### config.mk
export PLATFORM = sky130hd
export DESIGN_NAME = if_fetch_stage_flat
export DESIGN_NICKNAME = d
export VERILOG_FILES = /design/src/rtl/if_fetch_stage_pkg.sv /design/src/rtl/if_fetch_stage_if.sv /design/src/rtl/if_fetch_stage_fetch_queue.sv /design/src/rtl/if_fetch_stage.sv /design/src/flat_wrapper.sv
export SDC_FILE = /design/constraint.sdc
export NUM_CORES = 1
export LEC_CHECK = 0
export ABC_AREA = 0
export ABC_CLOCK_PERIOD_IN_PS = 5250
export BUFFER_PORTS_ARGS = -buffer_cell sky130_fd_sc_hd__buf_2
export CAP_MARGIN = 20
export CORE_MARGIN = 2
export CORE_UTILIZATION = 30
export CTS_CLUSTER_DIAMETER = 120
export DETAILED_ROUTE_END_ITERATION = 8
export GPL_TIMING_DRIVEN = 0
export PLACE_DENSITY = 0.54
export SYNTH_ARGS = -nofsm -noshare
export SYNTH_HDL_FRONTEND = slang
export SYNTH_SLANG_ARGS = --single-unit
### constraint.sdc
create_clock -name clk -period 5.25 [get_ports clk]
set_clock_uncertainty 0.2 [all_clocks]
set_input_delay 0.7875 -clock clk [delete_from_list [all_inputs] [get_ports clk]]
set_output_delay 0.7875 -clock clk [all_outputs]
set_load 0.03 [all_outputs]
### src/rtl/if_fetch_stage_pkg.sv
// Shared types and constants for the instruction-fetch stage.
// Holds the data width, the NOP encoding and the buffered fetch entry layout.
package if_fetch_stage_pkg;

  localparam int XLEN = 32;
  localparam logic [XLEN-1:0] NOP = 32'h0000_0013;

  typedef struct packed {
    logic [XLEN-1:0] pc;
    logic [XLEN-1:0] instr;
    logic            filled;
  } fetch_entry_t;

endpackage

### src/rtl/if_fetch_stage_if.sv
// Instruction-memory request/response channel plus IF/ID handshake.
// The master side is the fetch stage; the slave side is memory plus decode.
interface if_fetch_stage_if;
  import if_fetch_stage_pkg::*;

  logic            imem_req_valid;
  logic            imem_req_ready;
  logic [XLEN-1:0] imem_addr;
  logic            imem_rsp_valid;
  logic [XLEN-1:0] imem_rsp_data;
  logic            if_id_valid;
  logic            if_id_ready;
  logic [XLEN-1:0] if_id_pc;
  logic [XLEN-1:0] if_id_instr;

  modport master (
    output imem_req_valid, imem_addr, if_id_valid, if_id_pc, if_id_instr,
    input  imem_req_ready, imem_rsp_valid, imem_rsp_data, if_id_ready
  );

  modport slave (
    input  imem_req_valid, imem_addr, if_id_valid, if_id_pc, if_id_instr,
    output imem_req_ready, imem_rsp_valid, imem_rsp_data, if_id_ready
  );

endinterface

### src/rtl/if_fetch_stage_fetch_queue.sv
// In-order circular queue of fetch entries with allocate, fill, pop and flush.
// Unfilled entries always sit contiguously just behind the tail.
module if_fetch_stage_fetch_queue
  import if_fetch_stage_pkg::*;
#(
  parameter int DEPTH = 2
) (
  input  logic                       clk,
  input  logic                       reset,
  input  logic                       i_alloc,
  input  logic [XLEN-1:0]            i_alloc_pc,
  input  logic                       i_fill,
  input  logic [XLEN-1:0]            i_fill_instr,
  input  logic                       i_pop,
  input  logic                       i_flush,
  output fetch_entry_t               o_head,
  output logic [$clog2(DEPTH+1)-1:0] o_occ,
  output logic [$clog2(DEPTH+1)-1:0] o_pend
);

  localparam int PTR_W = $clog2(DEPTH);
  localparam int CNT_W = $clog2(DEPTH+1);

  fetch_entry_t     r_mem [DEPTH];
  logic [PTR_W-1:0] r_head;
  logic [PTR_W-1:0] r_tail;
  logic [CNT_W-1:0] r_occ;
  logic [CNT_W-1:0] r_pend;
  logic [PTR_W-1:0] w_fill_idx;

  // Oldest unfilled entry; when all DEPTH entries are pending this wraps to the head.
  assign w_fill_idx = r_tail - r_pend[PTR_W-1:0];

  assign o_head = r_mem[r_head];
  assign o_occ  = r_occ;
  assign o_pend = r_pend;

  // NOTE: the entry array is reset too, so the head reads as zero right after reset.
  always_ff @(posedge clk or posedge reset) begin
    if (reset) begin
      r_head <= '0;
      r_tail <= '0;
      r_occ  <= '0;
      r_pend <= '0;
      for (int i = 0; i < DEPTH; i++) r_mem[i] <= '0;
    end else if (i_flush) begin
      r_head <= r_tail;
      r_occ  <= '0;
      r_pend <= '0;
    end else begin
      if (i_alloc) begin
        r_mem[r_tail] <= '{pc: i_alloc_pc, instr: NOP, filled: 1'b0};
        r_tail        <= r_tail + 1'b1;
      end
      if (i_fill) begin
        r_mem[w_fill_idx].instr  <= i_fill_instr;
        r_mem[w_fill_idx].filled <= 1'b1;
      end
      if (i_pop) r_head <= r_head + 1'b1;
      r_occ  <= r_occ + CNT_W'(i_alloc) - CNT_W'(i_pop);
      r_pend <= r_pend + CNT_W'(i_alloc) - CNT_W'(i_fill);
    end
  end

endmodule

### src/rtl/if_fetch_stage.sv
// Fetch stage: issues in-order imem reads at the current PC, holds the PC until
// a request is accepted, and drops wrong-path responses after a redirect.
module if_fetch_stage
  import if_fetch_stage_pkg::*;
#(
  parameter int DEPTH = 2
) (
  input  logic              clk,
  input  logic              reset,
  input  logic [XLEN-1:0]   pc,
  input  logic              redirect,
  output logic              pc_hold,
  if_fetch_stage_if.master  bus
);

  localparam int CNT_W = $clog2(DEPTH+1);

  fetch_entry_t     w_head;
  logic [CNT_W-1:0] w_occ;
  logic [CNT_W-1:0] w_pend;
  logic [CNT_W-1:0] r_discard;
  logic [CNT_W-1:0] w_discard_next;
  logic [CNT_W-1:0] w_owed;
  logic [CNT_W:0]   w_inflight;
  logic             w_req_valid;
  logic             w_fire;
  logic             w_fill;
  logic             w_if_valid;
  logic             w_pop;

  // Wrong-path responses still owed count against capacity as well.
  assign w_inflight  = {1'b0, w_occ} + {1'b0, r_discard};
  assign w_req_valid = !reset && !redirect && (w_inflight < (CNT_W+1)'(DEPTH));
  assign w_fire      = w_req_valid && bus.imem_req_ready;

  assign bus.imem_req_valid = w_req_valid;
  assign bus.imem_addr      = pc;
  assign pc_hold            = reset || (!w_fire && !redirect);

  assign w_fill     = bus.imem_rsp_valid && !redirect && (r_discard == '0) && (w_pend != '0);
  assign w_if_valid = !redirect && (w_occ != '0) && w_head.filled;
  assign w_pop      = w_if_valid && bus.if_id_ready;

  assign bus.if_id_valid = w_if_valid;
  assign bus.if_id_pc    = w_head.pc;
  assign bus.if_id_instr = w_head.instr;

  assign w_owed = r_discard + w_pend;

  // NOTE: every combinational output gets a default first so no latch is inferred.
  always_comb begin
    w_discard_next = r_discard;
    if (redirect) begin
      w_discard_next = (bus.imem_rsp_valid && (w_owed != '0)) ? w_owed - 1'b1 : w_owed;
    end else if (bus.imem_rsp_valid && (r_discard != '0)) begin
      w_discard_next = r_discard - 1'b1;
    end
  end

  // NOTE: sequential state uses non-blocking assignments only.
  always_ff @(posedge clk or posedge reset) begin
    if (reset) r_discard <= '0;
    else       r_discard <= w_discard_next;
  end

  if_fetch_stage_fetch_queue #(.DEPTH(DEPTH)) u_queue (
    .clk          (clk),
    .reset        (reset),
    .i_alloc      (w_fire),
    .i_alloc_pc   (pc),
    .i_fill       (w_fill),
    .i_fill_instr (bus.imem_rsp_data),
    .i_pop        (w_pop),
    .i_flush      (redirect),
    .o_head       (w_head),
    .o_occ        (w_occ),
    .o_pend       (w_pend)
  );

endmodule

### src/flat_wrapper.sv
// flat-port wrapper written by rule: the top's interface ports become plain ports
module if_fetch_stage_flat import if_fetch_stage_pkg::*;
#(
  parameter int DEPTH = 2
)
  (clk, reset, pc, redirect, pc_hold, bus_imem_req_valid, bus_imem_addr, bus_if_id_valid, bus_if_id_pc, bus_if_id_instr, bus_imem_req_ready, bus_imem_rsp_valid, bus_imem_rsp_data, bus_if_id_ready);
  if_fetch_stage_if bus_i ();
  input  logic clk;
  input  logic reset;
  input  logic [XLEN-1:0] pc;
  input  logic redirect;
  output logic pc_hold;
  output wire logic [$bits(bus_i.imem_req_valid)-1:0] bus_imem_req_valid;
  output wire logic [$bits(bus_i.imem_addr)-1:0] bus_imem_addr;
  output wire logic [$bits(bus_i.if_id_valid)-1:0] bus_if_id_valid;
  output wire logic [$bits(bus_i.if_id_pc)-1:0] bus_if_id_pc;
  output wire logic [$bits(bus_i.if_id_instr)-1:0] bus_if_id_instr;
  input wire logic [$bits(bus_i.imem_req_ready)-1:0] bus_imem_req_ready;
  input wire logic [$bits(bus_i.imem_rsp_valid)-1:0] bus_imem_rsp_valid;
  input wire logic [$bits(bus_i.imem_rsp_data)-1:0] bus_imem_rsp_data;
  input wire logic [$bits(bus_i.if_id_ready)-1:0] bus_if_id_ready;
  assign bus_imem_req_valid = bus_i.imem_req_valid;
  assign bus_imem_addr = bus_i.imem_addr;
  assign bus_if_id_valid = bus_i.if_id_valid;
  assign bus_if_id_pc = bus_i.if_id_pc;
  assign bus_if_id_instr = bus_i.if_id_instr;
  assign bus_i.imem_req_ready = bus_imem_req_ready;
  assign bus_i.imem_rsp_valid = bus_imem_rsp_valid;
  assign bus_i.imem_rsp_data = bus_imem_rsp_data;
  assign bus_i.if_id_ready = bus_if_id_ready;
  if_fetch_stage #(.DEPTH(DEPTH)) u_core (.clk(clk), .reset(reset), .pc(pc), .redirect(redirect), .pc_hold(pc_hold), .bus(bus_i));
endmodule
## After elaboration in Yosys (flattened, before gate mapping)

Cells that the tools add are included.

- Register bits after elaboration: 138
- Latch bits: 0
- RAM bits: 0
- Bits in read-only memories: 0
- Output and inout bits: 99
- Memories: 0

- Add/subtract/negate cells: 11
- $mul: 0
- Div/mod/pow operators: 0
- Order comparisons: 6
- Equality and inequality tests: 0
- Shift operators: 0
- Mux-type cells: 22
- Bitwise logic cells: 4
- Reductions and logical operators: 26

Operators by type and width:

| cell | number |
|---|---|
| $bwmux 130 | 3 |
| $mux 130 | 3 |
| $mux 65 | 4 |
| $demux 65 s1 | 3 |
| $mux 33 | 1 |
| $logic_and 1x1->1 | 14 |
| $reduce_bool 2->1 | 6 |
| $mux 2 | 5 |
| $ge 2x2->1 const B | 3 |
| $not 1->2 | 3 |
| $add 2x1->2 | 2 |
| $lt 2x1->1 const B | 2 |
| $sub 2x1->2 | 2 |
| $sub 2x1->2 const B | 2 |
| $add 2x2->3 | 1 |
| $logic_not 1->1 | 3 |
| $lt 3x2->1 const B | 1 |
| $mux 1 | 3 |
| $add 1x1->1 const B | 2 |
| $add 2x2->2 | 1 |
| $logic_not 2->1 | 1 |
| $reduce_and 2->1 | 1 |
| $logic_or 1x1->1 | 1 |
| $not 1->1 | 1 |
| $sub 1x1->1 | 1 |

## Logic depth before layout (Yosys ltp)

Gate-level depths: netlist of the first run.

- Depth in word-level cells: 11
- Gate-level depth with buffers: 10

## Modules after synthesis

A second synthesis of the first run with hierarchy kept.

- Cell total of the unflattened synthesis: 662
- Area total of the unflattened synthesis: 6751.5 µm²

By module, submodules not included:

| module | instances | cells an instance | area each (µm²) | sequential area each (µm²) |
|---|---|---|---|---|
| if_fetch_stage_fetch_queue | 1 | 601 | 6233.5 | 3403.3 |
| if_fetch_stage | 1 | 61 | 518.0 | 50.0 |

## Worst setup path before layout of the first run

OpenSTA, ideal clock, no wires.

- Path type: input to output
- Start point: input port reset
- End point: output port pc_hold
- Data arrival time: 5068 ps
- Required time: 4263 ps
- Setup slack: -805 ps
- Stages: 2
- Path buffers: 0
- Path through: inv_1 o21ai_0

- Word-level cells in the longest chain between the ends: 7

RTL lines:

| what | RTL line | text |
|---|---|---|
| start, declared | flat_wrapper.sv:9 | `input logic reset;` |
| $logic_not 1->1 | if_fetch_stage.sv:33 | `assign w_req_valid = !reset && !redirect && (w_inflight < (CNT_W+1)'(DEPTH));` |
| $logic_and 1x1->1 (2 in a row) | if_fetch_stage.sv:33 |  |
| $logic_and 1x1->1 | if_fetch_stage.sv:34 | `assign w_fire = w_req_valid && bus.imem_req_ready;` |
| $logic_not 1->1 | if_fetch_stage.sv:38 | `assign pc_hold = reset \|\| (!w_fire && !redirect);` |
| $logic_and 1x1->1 | if_fetch_stage.sv:38 |  |
| $logic_or 1x1->1 (*) | if_fetch_stage.sv:38 |  |
| end, declared | flat_wrapper.sv:12 | `output logic pc_hold;` |

Every way passes the cells marked *; elsewhere a longest branch is shown, timed or not.

## Worst setup path in the final report of the first run

- Start point: register u_core.r_discard[0]
- End point: output port pc_hold

- Word-level cells in the longest chain between the ends: 7

RTL lines:

| what | RTL line | text |
|---|---|---|
| start, declared | if_fetch_stage.sv:21 | `logic [CNT_W-1:0] r_discard;` |
| start signal, assigned | if_fetch_stage.sv:63 | `else r_discard <= w_discard_next;` |
| $add 2x2->3 | if_fetch_stage.sv:32 | `assign w_inflight = {1'b0, w_occ} + {1'b0, r_discard};` |
| $lt 3x2->1 | if_fetch_stage.sv:33 |  |
| $logic_and 1x1->1 | if_fetch_stage.sv:33 |  |
| $logic_and 1x1->1 | if_fetch_stage.sv:34 |  |
| $logic_not 1->1 | if_fetch_stage.sv:38 |  |
| $logic_and 1x1->1 | if_fetch_stage.sv:38 |  |
| $logic_or 1x1->1 | if_fetch_stage.sv:38 |  |

Every way passes these cells.

==> results of run 1 <==
logic make-up (layout without fill, tap and decap cells):
| logic type | after synthesis | after routing | synth area share [%] |
|---|---|---|---|
| AO/OA/AOI/OAI | 71 | 71 | 5.442 |
| XOR/XNOR | 8 | 8 | 1.184 |
| adder cells (fa/ha/maj) | 8 | 8 | 1.519 |
| buffers and inverters | 108 | 310 | 8.622 |
| flip-flops | 138 | 138 | 48.76 |
| multiplexers | 197 | 197 | 31.82 |
| AND/OR/NAND/NOR | 28 | 28 | 2.650 |
through the flow:
step | std cells | cell area, um^2
finish | 1079 | 8992
global route | 1079 | 8992
CTS | 1079 | 8992
detailed placement | 1048 | 8386
global placement | 1045 | 8325
floorplan | 558 | 7086
power by group:
part / switching (mW) / leakage (nW) / internal (mW)
sequential: 0.181 / 1.78 / 1.44
combinational: 1.15 / 2.75 / 0.861
clock: 0.461 / 0.297 / 0.792
final timing paths:
| path | from | endpoint | slack (ns) | depth (start not counted) |
|---|---|---|---|---|
| worst max-delay path | u_core.r_discard[0] | pc_hold | 1.18 | 9 |
| worst min-delay path | register | register | 0.30 | 1 |
| worst max register to register | u_core.r_discard[0] | u_core.u_queue.o_occ[0] | 2.17 | 9 |
| worst min register to register | register | register | 0.30 | 1 |
| max in group asynchronous | reset | asynchronous set/reset pin | 3.82 | 3 |
| min in group asynchronous | reset | u_core.u_queue.o_occ[1] | 0.37 | 2 |
cell type report:
class,instances,share of cell area (%)
inverter,38,1.628
multi-input combinational,312,33.56
clock buffer,19,4.814
buffer,70,5.204
clock inverter,12,1.934
tap,319,4.439
timing repair buffer,171,10.02
sequential,138,38.40
cells in the mapped netlist:
cell	n
clkbuf_1	20
dfrtp_1	138
nand3_1	1
o21bai_1	6
o21ba_2	1
mux2i_1	62
ha_1	7
or2_1	1
a311o_1	1
and2_1	1
mux2_4	30
nor2_1	6
o21ai_0	61
nor2_8	1
nor4b_2	1
nand3b_1	2
nand2_1	4
xor2_1	3
mux2_2	105
nand4bb_1	1
fa_1	1
buf_2	8
xnor2_1	4
nor2b_1	5
buf_6	2
xnor3_1	1
or3b_2	1
inv_1	38
nor3_1	1
buf_1	2
buf_4	35
a21o_1	2
or4b_4	1
nand4_1	1
nand2b_1	1
buf_12	3
routing by layer:
metal / global-route usage [%] / wire length [um] / part of all wire, % / up-vias
li1: - / - / - / 2275
met1: 18.34 / 7766 / 47 / 2339
met2: 22.22 / 7598 / 46 / 150
met3: 4.079 / 1153 / 6.9 / 12
met4: 3.766 / 167 / 1.0 / 0
met5: 0 / 0 / 0 / -
==> results.json, run 1 <==
{
  "path_cells": "inv_1, nor2_1, fa_1, or2_1, clkbuf_1, buf_2, nor4b_2, o21ai_0, buf_2",
  "hold_viol_final": 0,
  "regArea_um2": 3453,
  "cts_setup_buffers": 0,
  "arrival_ns": 3.08,
  "fin_nets": 826,
  "die_area_um2": 24850,
  "avgRoutedWirePerCell_um": 15.46,
  "die_w_um": 157.6,
  "rsz0062_at_grt": "false",
  "min_period_ns": 4.069,
  "finish.utilization_pct": 38.54,
  "grt_max_degree": 40,
  "layout-drive-gt1-share_pct": 51.18,
  "tightest_slew_ns": 0.8030,
  "track_usage_pct": 13.88,
  "fmax_mhz": 245.8,
  "diodes": 0,
  "port_buffers": 168,
  "postSynthCellCount": 558,
  "place_congestion": 0.7159,
  "p_per_area_nw_per_um2": 542.8,
  "core-area_um2": 23330,
  "cts_sinks": 138,
  "ys_seq_area_share_pct": 48.76,
  "ctsResizeCount": 0,
  "clockBufferDepth": 2,
  "fp-row-count": 56,
  "clk-insertion-delay-late_ns": 0.41,
  "final_common_cell": "buf_2",
  "finalWirelength_um": 16690,
  "required_ns": 4.26,
  "mostFrequentLayoutCells": "176 x buf_2, 138 x dfrtp_1, 105 x mux2_2, 62 x mux2i_1, 61 x o21ai_0",
  "dp_hpwl_um": 11830,
  "cp-start-kind": "register",
  "ioPinCount": 169,
  "first_global_vias": 4861,
  "grt_overflow": 0,
  "ant_nets": 0,
  "hold_path.class": "reg2reg",
  "cap_violations": 0,
  "cts.clk_slew.worst_paths_ns": 0.06,
  "synth_top_area_cell": "dfrtp_1",
  "clockRootBuffer": "clkbuf_16",
  "outcome": "completed",
  "ir_drop_mv": 0.1836,
  "synth_cell_types": 36,
  "cpMostUsedCell": "buf_2",
  "cp.buffers_inverters": 4,
  "synth_seq_cells": 138,
  "hold_buffers": 0,
  "synth_warnings": 0,
  "crit_fanout": 10,
  "die_h_um": 157.6,
  "yosys-top-cells-area": "dfrtp_1 49%, mux2_2 17%, mux2i_1 8.8%",
  "cp_slowest_cell": "nor4b_2",
  "fin_ws_ns": 1.181,
  "cts_tree": "done",
  "cp_top_family": "simple AND/OR/NAND/NOR gates",
  "syn-num-nets": 636,
  "grt_pass1_wl_um": 26520,
  "worstSetupPathType": "reg2out",
  "tns_ns": 0,
  "htree_levels": 4,
  "drv_slew": 0,
  "max_stage_delay_ns": 0.51,
  "firstDrtPassIters": 4,
  "endpoint_kind": "primary output",
  "post-place-ws_ns": 1.577,
  "cts_buffers": 17,
  "p_total_mw": 4.881,
  "syn_area_um2": 7082,
  "antenna_found_initial": 0,
  "fillers": 2320,
  "drc_errors": 0,
  "multiInputGateArea_um2": 3018,
  "drtIter0Drc": 149,
  "min_period_over_period_pct": 77.51,
  "vias_per_cell": 4.426,
  "synth_top_area_share_pct": 48.76,
  "final-setup-viol-count": 0,
  "start_util_pct": 30.35,
  "synth.avg_cell_area_um2": 12.69,
  "area_delta_synth_final_pct": 26.98,
  "hold_ws_ns": 0.3013,
  "vias": 4776,
  "power_leakage_nw": 4.828,
  "slew-limit-headroom_pct": 46.35
}
No activity file was read; power rests on OpenSTA's default activity.
==> inputs of run 2 (changes only) <==
Settings changed: ABC_AREA 0 to 1, ABC_CLOCK_PERIOD_IN_PS 5250 to 3660, PLACE_DENSITY 0.54 to 0.56.
Clock period 5.25 ns to 3.66 ns, I/O delays scaled along.
==> results.json, run 2 <==
{
  "ctsResizeCount": 0,
  "avgRoutedWirePerCell_um": 14.12,
  "dp_hpwl_um": 14130,
  "area_delta_synth_final_pct": 26.96,
  "yosys-top-cells-area": "dfrtp_1 50%, nand2_1 15%, inv_1 6.6%",
  "grt_pass1_wl_um": 31550,
  "clockRootBuffer": "clkbuf_16",
  "hold_path.class": "in2async",
  "finalWirelength_um": 19580,
  "cp_slowest_cell": "clkbuf_1",
  "fin_nets": 1167,
  "clk-insertion-delay-late_ns": 0.42,
  "drtIter0Drc": 404,
  "grt_overflow": 0,
  "syn_area_um2": 6928,
  "synth.avg_cell_area_um2": 7.706,
  "synth_edf_count": 0,
  "post-place-ws_ns": 0.8411,
  "p_sw_mw": 3.043,
  "diodes": 0,
  "synth-xor-area-share_pct": 1.246,
  "p_comb_share_pct": 41.4,
  "htree_levels": 4,
  "firstDrtPassIters": 4,
  "fin_ws_ns": 0.4715,
  "arrival_ns": 2.44,
  "syn-num-nets": 977,
  "finalNonFillerCells": 1387,
  "p_total_mw": 7.172,
  "track_usage_pct": 16.58,
  "synth-adder-area-share_pct": 1.553,
  "min_period_ns": 3.188,
  "pwr-share-seq_pct": 33.7,
  "fp-row-count": 55,
  "path_cells": "buf_2, buf_2, clkbuf_1, nand2_1, o21ai_0, buf_2",
  "fillers": 2384,
  "dp.cells": 1355,
  "postSynthCellCount": 899,
  "die_h_um": 156.0,
  "die_w_um": 156.0,
  "die_area_um2": 24330,
  "max_stage_delay_ns": 0.55,
  "synthSimpleGateAreaFrac_pct": 23.73,
  "tightest_slew_ns": 0.6681,
  "fmax_mhz": 313.6,
  "ys_seq_area_share_pct": 49.85,
  "power_leakage_nw": 4.833,
  "yosys_most_used_dff": "dfrtp_1",
  "crit_fanout": 10,
  "cts_sinks": 138,
  "synth_top_area_share_pct": 49.85,
  "ir_drop_mv": 0.3696,
  "cts_tree": "done",
  "place_congestion": 0.7799,
  "ys_async_sr_fraction_pct": 100.0,
  "dpl_cell_area_um2": 8189,
  "synth.top_cells.by_count": "282 x nand2_1, 138 x dfrtp_1, 122 x inv_1, 70 x nand3_1, 70 x o21ai_0",
  "final-setup-viol-count": 0,
  "p_sw_share_pct": 42.43,
  "hold_buffers": 0,
  "clockBufferDepth": 2,
  "synth-compound-area-share_pct": 9.391,
  "synth_top_family_by_area": "simple AND/OR/NAND/NOR gates",
  "synth_top_area_cell": "dfrtp_1",
  "ioPinCount": 169,
  "finish.instance_area_um2": 8796,
  "vias": 6195,
  "rsz0062_at_grt": "false",
  "outcome": "completed",
  "drc_errors": 0,
  "slew-limit-headroom_pct": 55.37,
  "p_per_area_nw_per_um2": 815.4,
  "cts_setup_buffers": 0,
  "internal_power_mw": 4.129,
  "synth_most_common_cell": "nand2_1",
  "hold_viol_final": 0,
  "vias_per_cell": 4.466,
  "cts.clk_slew.worst_paths_ns": 0.06,
  "drv_slew": 0,
  "port_buffers": 168,
  "min_period_over_period_pct": 87.12,
  "cp-start-kind": "register",
  "synth_warnings": 0,
  "clkPwrFrac_pct": 25.0,
  "cpMostUsedCell": "buf_2",
  "first_global_vias": 5943,
  "synth_cell_types": 24,
  "core-area_um2": 22640,
  "synth_seq_cells": 138,
  "cts_buffers": 17,
  "mostFrequentLayoutCells": "282 x nand2_1, 191 x buf_2, 138 x dfrtp_1, 121 x inv_1",
  "grt_max_degree": 40,
  "required_ns": 2.91,
  "final_common_cell": "nand2_1",
  "ant_nets": 0,
  "endpoint_kind": "primary output",
  "antenna_found_initial": 0,
  "start_util_pct": 30.60,
  "layout-drive-gt1-share_pct": 25.50,
  "cap_violations": 0,
  "muxShareOfSynthArea_pct": 0,
  "worstSetupPathType": "reg2out"
}
==> run 2: cell types whose count changed after synthesis, sizes merged, moves of 2 or more <==
cell    previous run  this run
a21o               2         0
buf               50        68
clkbuf            20        15
inv               38       124
mux2             135         0
mux2i             62         0
nand2              4       285
nand3              1        70
nor2               7        49
nor2b              5         0
o21ai             61       129
o21bai             6         0
xor2               3         6
==> run 2: final timing paths <==
path | start | end | slack [ns] | cells past startpoint
worst max-delay path | u_core.u_queue.r_head | bus_if_id_instr[29] | 0.47 | 6
worst min-delay path | reset | asynchronous set/reset pin | 0.03 | 2
worst max register to register | u_core.r_discard[0] | u_core.u_queue.r_mem[6] | 1.23 | 9
worst min register to register | register | register | 0.28 | 2
max in group asynchronous | reset | u_core.u_queue.r_mem[69] | 2.60 | 3
min in group clk | pc[13] | register | 0.15 | 3
==> run 2: area by class of cell <==
cell class	instances	area (um^2)	share of cell area, %
Tap cell	285	356.6	4.054
Buffer	83	520.5	5.917
Multi-Input combinational cell	554	2489	28.29
Sequential cell	138	3453	39.26
Inverter	124	469.2	5.334
Timing Repair Buffer	171	900.9	10.24
Clock inverter	13	153.9	1.750
Clock buffer	19	452.9	5.149
==> run 2: per-stage QoR <==
stage / setup TNS, ns / hold slack [ns] / util, %
after global routing: 0 / 0.07619 / 38.85
final: 0 / 0.03478 / 38.85
after global placement: -1.486 / 0.2608 / 35.90
after CTS: 0 / 0.03493 / 38.85
after detailed placement: 0 / 0.2654 / 36.17
after floorplan: -0.5814 / 0.2426 / -
==> run 2: power groups by stage <==
stage               clock network, mW  registers, mW  logic, mW
finish                           1.79           2.41       2.97
detailed placement                  0           2.44       2.99
floorplan                           0           2.38       2.15
global route                     1.89           2.48       3.32
CTS                              1.83           2.41       3.00
global placement                    0           2.43       2.94
==> run 2: cells by family after synthesis <==
group,Yosys count
AND/OR/NAND/NOR,407
buffers and inverters,207
flip-flops,138
AO/OA/AOI/OAI,130
XOR/XNOR,9
adder cells (fa/ha/maj),8
==> run 2: critical path: cells and delay by family (launching register included) <==
family                 cells  cell delay (ns)
buffers and inverters      4             1.40
and+or+nand+nor            1             0.14
DFF                        1             0.31
AOI/OAI and AO/OA          1             0.16
==> run 2: routing by layer <==
layer	part of all wire (%)	up-vias	wire length, um	track usage, %
li1	-	3118	-	-
met1	48	2868	9432	23.39
met2	45	196	8821	25.77
met3	5.8	13	1137	3.694
met4	0.99	0	193	4.325
met5	0	-	0	0
==> inputs of run 3 (changes only) <==
Settings changed: PLACE_DENSITY 0.56 to 0.55.
==> results.json, run 3 (synthesized netlist as in run 2, its figures left out) <==
{
  "cp-start-kind": "register",
  "hold_buffers": 1,
  "crit_fanout": 10,
  "cts_tree": "done",
  "cts_sinks": 138,
  "fin_nets": 1169,
  "tightest_slew_ns": 0.6395,
  "final-setup-viol-count": 0,
  "track_usage_pct": 16.67,
  "layout-drive-gt1-share_pct": 25.18,
  "grt_max_degree": 39,
  "finalNonFillerCells": 1389,
  "grt_overflow": 0,
  "fin_ws_ns": 0.4938,
  "clockBufferDepth": 2,
  "endpoint_kind": "primary output",
  "min_period_over_period_pct": 86.51,
  "grt_pass1_wl_um": 31640,
  "ctsResizeCount": 0,
  "avgRoutedWirePerCell_um": 14.24,
  "slew-limit-headroom_pct": 57.37,
  "fp-row-count": 55,
  "ioPinCount": 169,
  "arrival_ns": 2.42,
  "drv_slew": 0,
  "ant_nets": 0,
  "drtIter0Drc": 345,
  "power_leakage_nw": 4.852,
  "dp.cells": 1356,
  "core-area_um2": 22640,
  "firstDrtPassIters": 4,
  "antenna_found_initial": 0,
  "required_ns": 2.91,
  "htree_levels": 4,
  "first_global_vias": 5897,
  "fmax_mhz": 315.8,
  "port_buffers": 168,
  "vias_per_cell": 4.482,
  "cts.clk_slew.worst_paths_ns": 0.06,
  "die_area_um2": 24330,
  "hold_viol_final": 0,
  "finalWirelength_um": 19790,
  "reg2reg_setup_slack_ns": 1.25,
  "mostFrequentLayoutCells": "282 x nand2_1, 191 x buf_2, 138 x dfrtp_1, 121 x inv_1",
  "area_delta_synth_final_pct": 27.58,
  "cts_buffers": 17,
  "start_util_pct": 30.60,
  "post-place-ws_ns": 0.8876,
  "dp_hpwl_um": 14210,
  "rsz0062_at_grt": "false",
  "die_h_um": 156.0,
  "fillers": 2385,
  "vias": 6226,
  "p_total_mw": 7.225,
  "clk-insertion-delay-late_ns": 0.41,
  "outcome": "completed",
  "drc_errors": 0,
  "p_per_area_nw_per_um2": 817.5,
  "place_congestion": 0.8027,
  "final_common_cell": "nand2_1",
  "cts_setup_buffers": 0,
  "clockRootBuffer": "clkbuf_16",
  "worstSetupPathType": "reg2out",
  "ir_drop_mv": 0.3437,
  "diodes": 0,
  "hold_path.class": "in2reg",
  "cap_violations": 0,
  "min_period_ns": 3.166,
  "die_w_um": 156.0
}
run 3: changes by cell type in the layout (fill, tap and decap cells not counted):
cell / delta
inv_6: -4
clkbuf_1: +4
clkbuf_8: -1
clkinv_2: +1
bufinv_16: +2
dlygate4sd3_1: +1
buf_12: +1
inv_8: -1
clkinvlp_4: -1
run 3: final cells by class:
type,instances,area [um^2],share of cell area (%)
plain buffers,83,520.5,5.889
clock buffers,22,454.2,5.139
clock inverters,10,165.2,1.869
inverters,124,469.2,5.309
multi-input cells,554,2489,28.16
flip-flops and latches,138,3453,39.07
well taps,285,356.6,4.035
repair buffers,173,930.9,10.53
run 3: worst max-delay path: stages (launching register included):
cell and delay, ns:
dfrtp_1 0.31, buf_2 0.26, buf_2 0.33, clkbuf_1 0.54
nand2_1 0.09, o21ai_0 0.20, buf_2 0.28
run 3: worst paths after layout:
path | from | to | depth (start not counted)
min reg2reg | register | register | 2
min | pc[27] | register | 3
max reg2reg | u_core.r_discard[0] | u_core.u_queue.r_mem[4] | 9
max in group asynchronous | reset | u_core.u_queue.r_mem[95] | 5
min in group asynchronous | reset | asynchronous set/reset pin | 3
max | u_core.u_queue.r_head | bus_if_id_instr[26] | 6
run 3: metrics by stage:
step	hold WS [ns]	cell area (um^2)	setup TNS, ns	utilization [%]
2_1_floorplan	0.2426	6932	-0.5814	-
3_3_place_gp	0.2613	8129	-1.529	35.90
3_5_place_dp	0.2662	8209	0	36.26
5_1_grt	0.1648	8838	0	39.04
6_report	0.1625	8838	0	39.04
4_1_cts	0.1477	8838	0	39.04
run 3: where the power goes:
part / internal (mW) / switching, mW
Combinational: 0.905 / 2.07
Clock: 1.16 / 0.668
Sequential: 2.17 / 0.254
run 3: layer usage:
layer	vias to the layer above	share of wire, %	global-route usage [%]
met5	-	0	0
met4	0	0.72	3.145
met3	13	5.4	3.500
met2	189	46	25.85
met1	2910	48	24.16
li1	3114	-	-
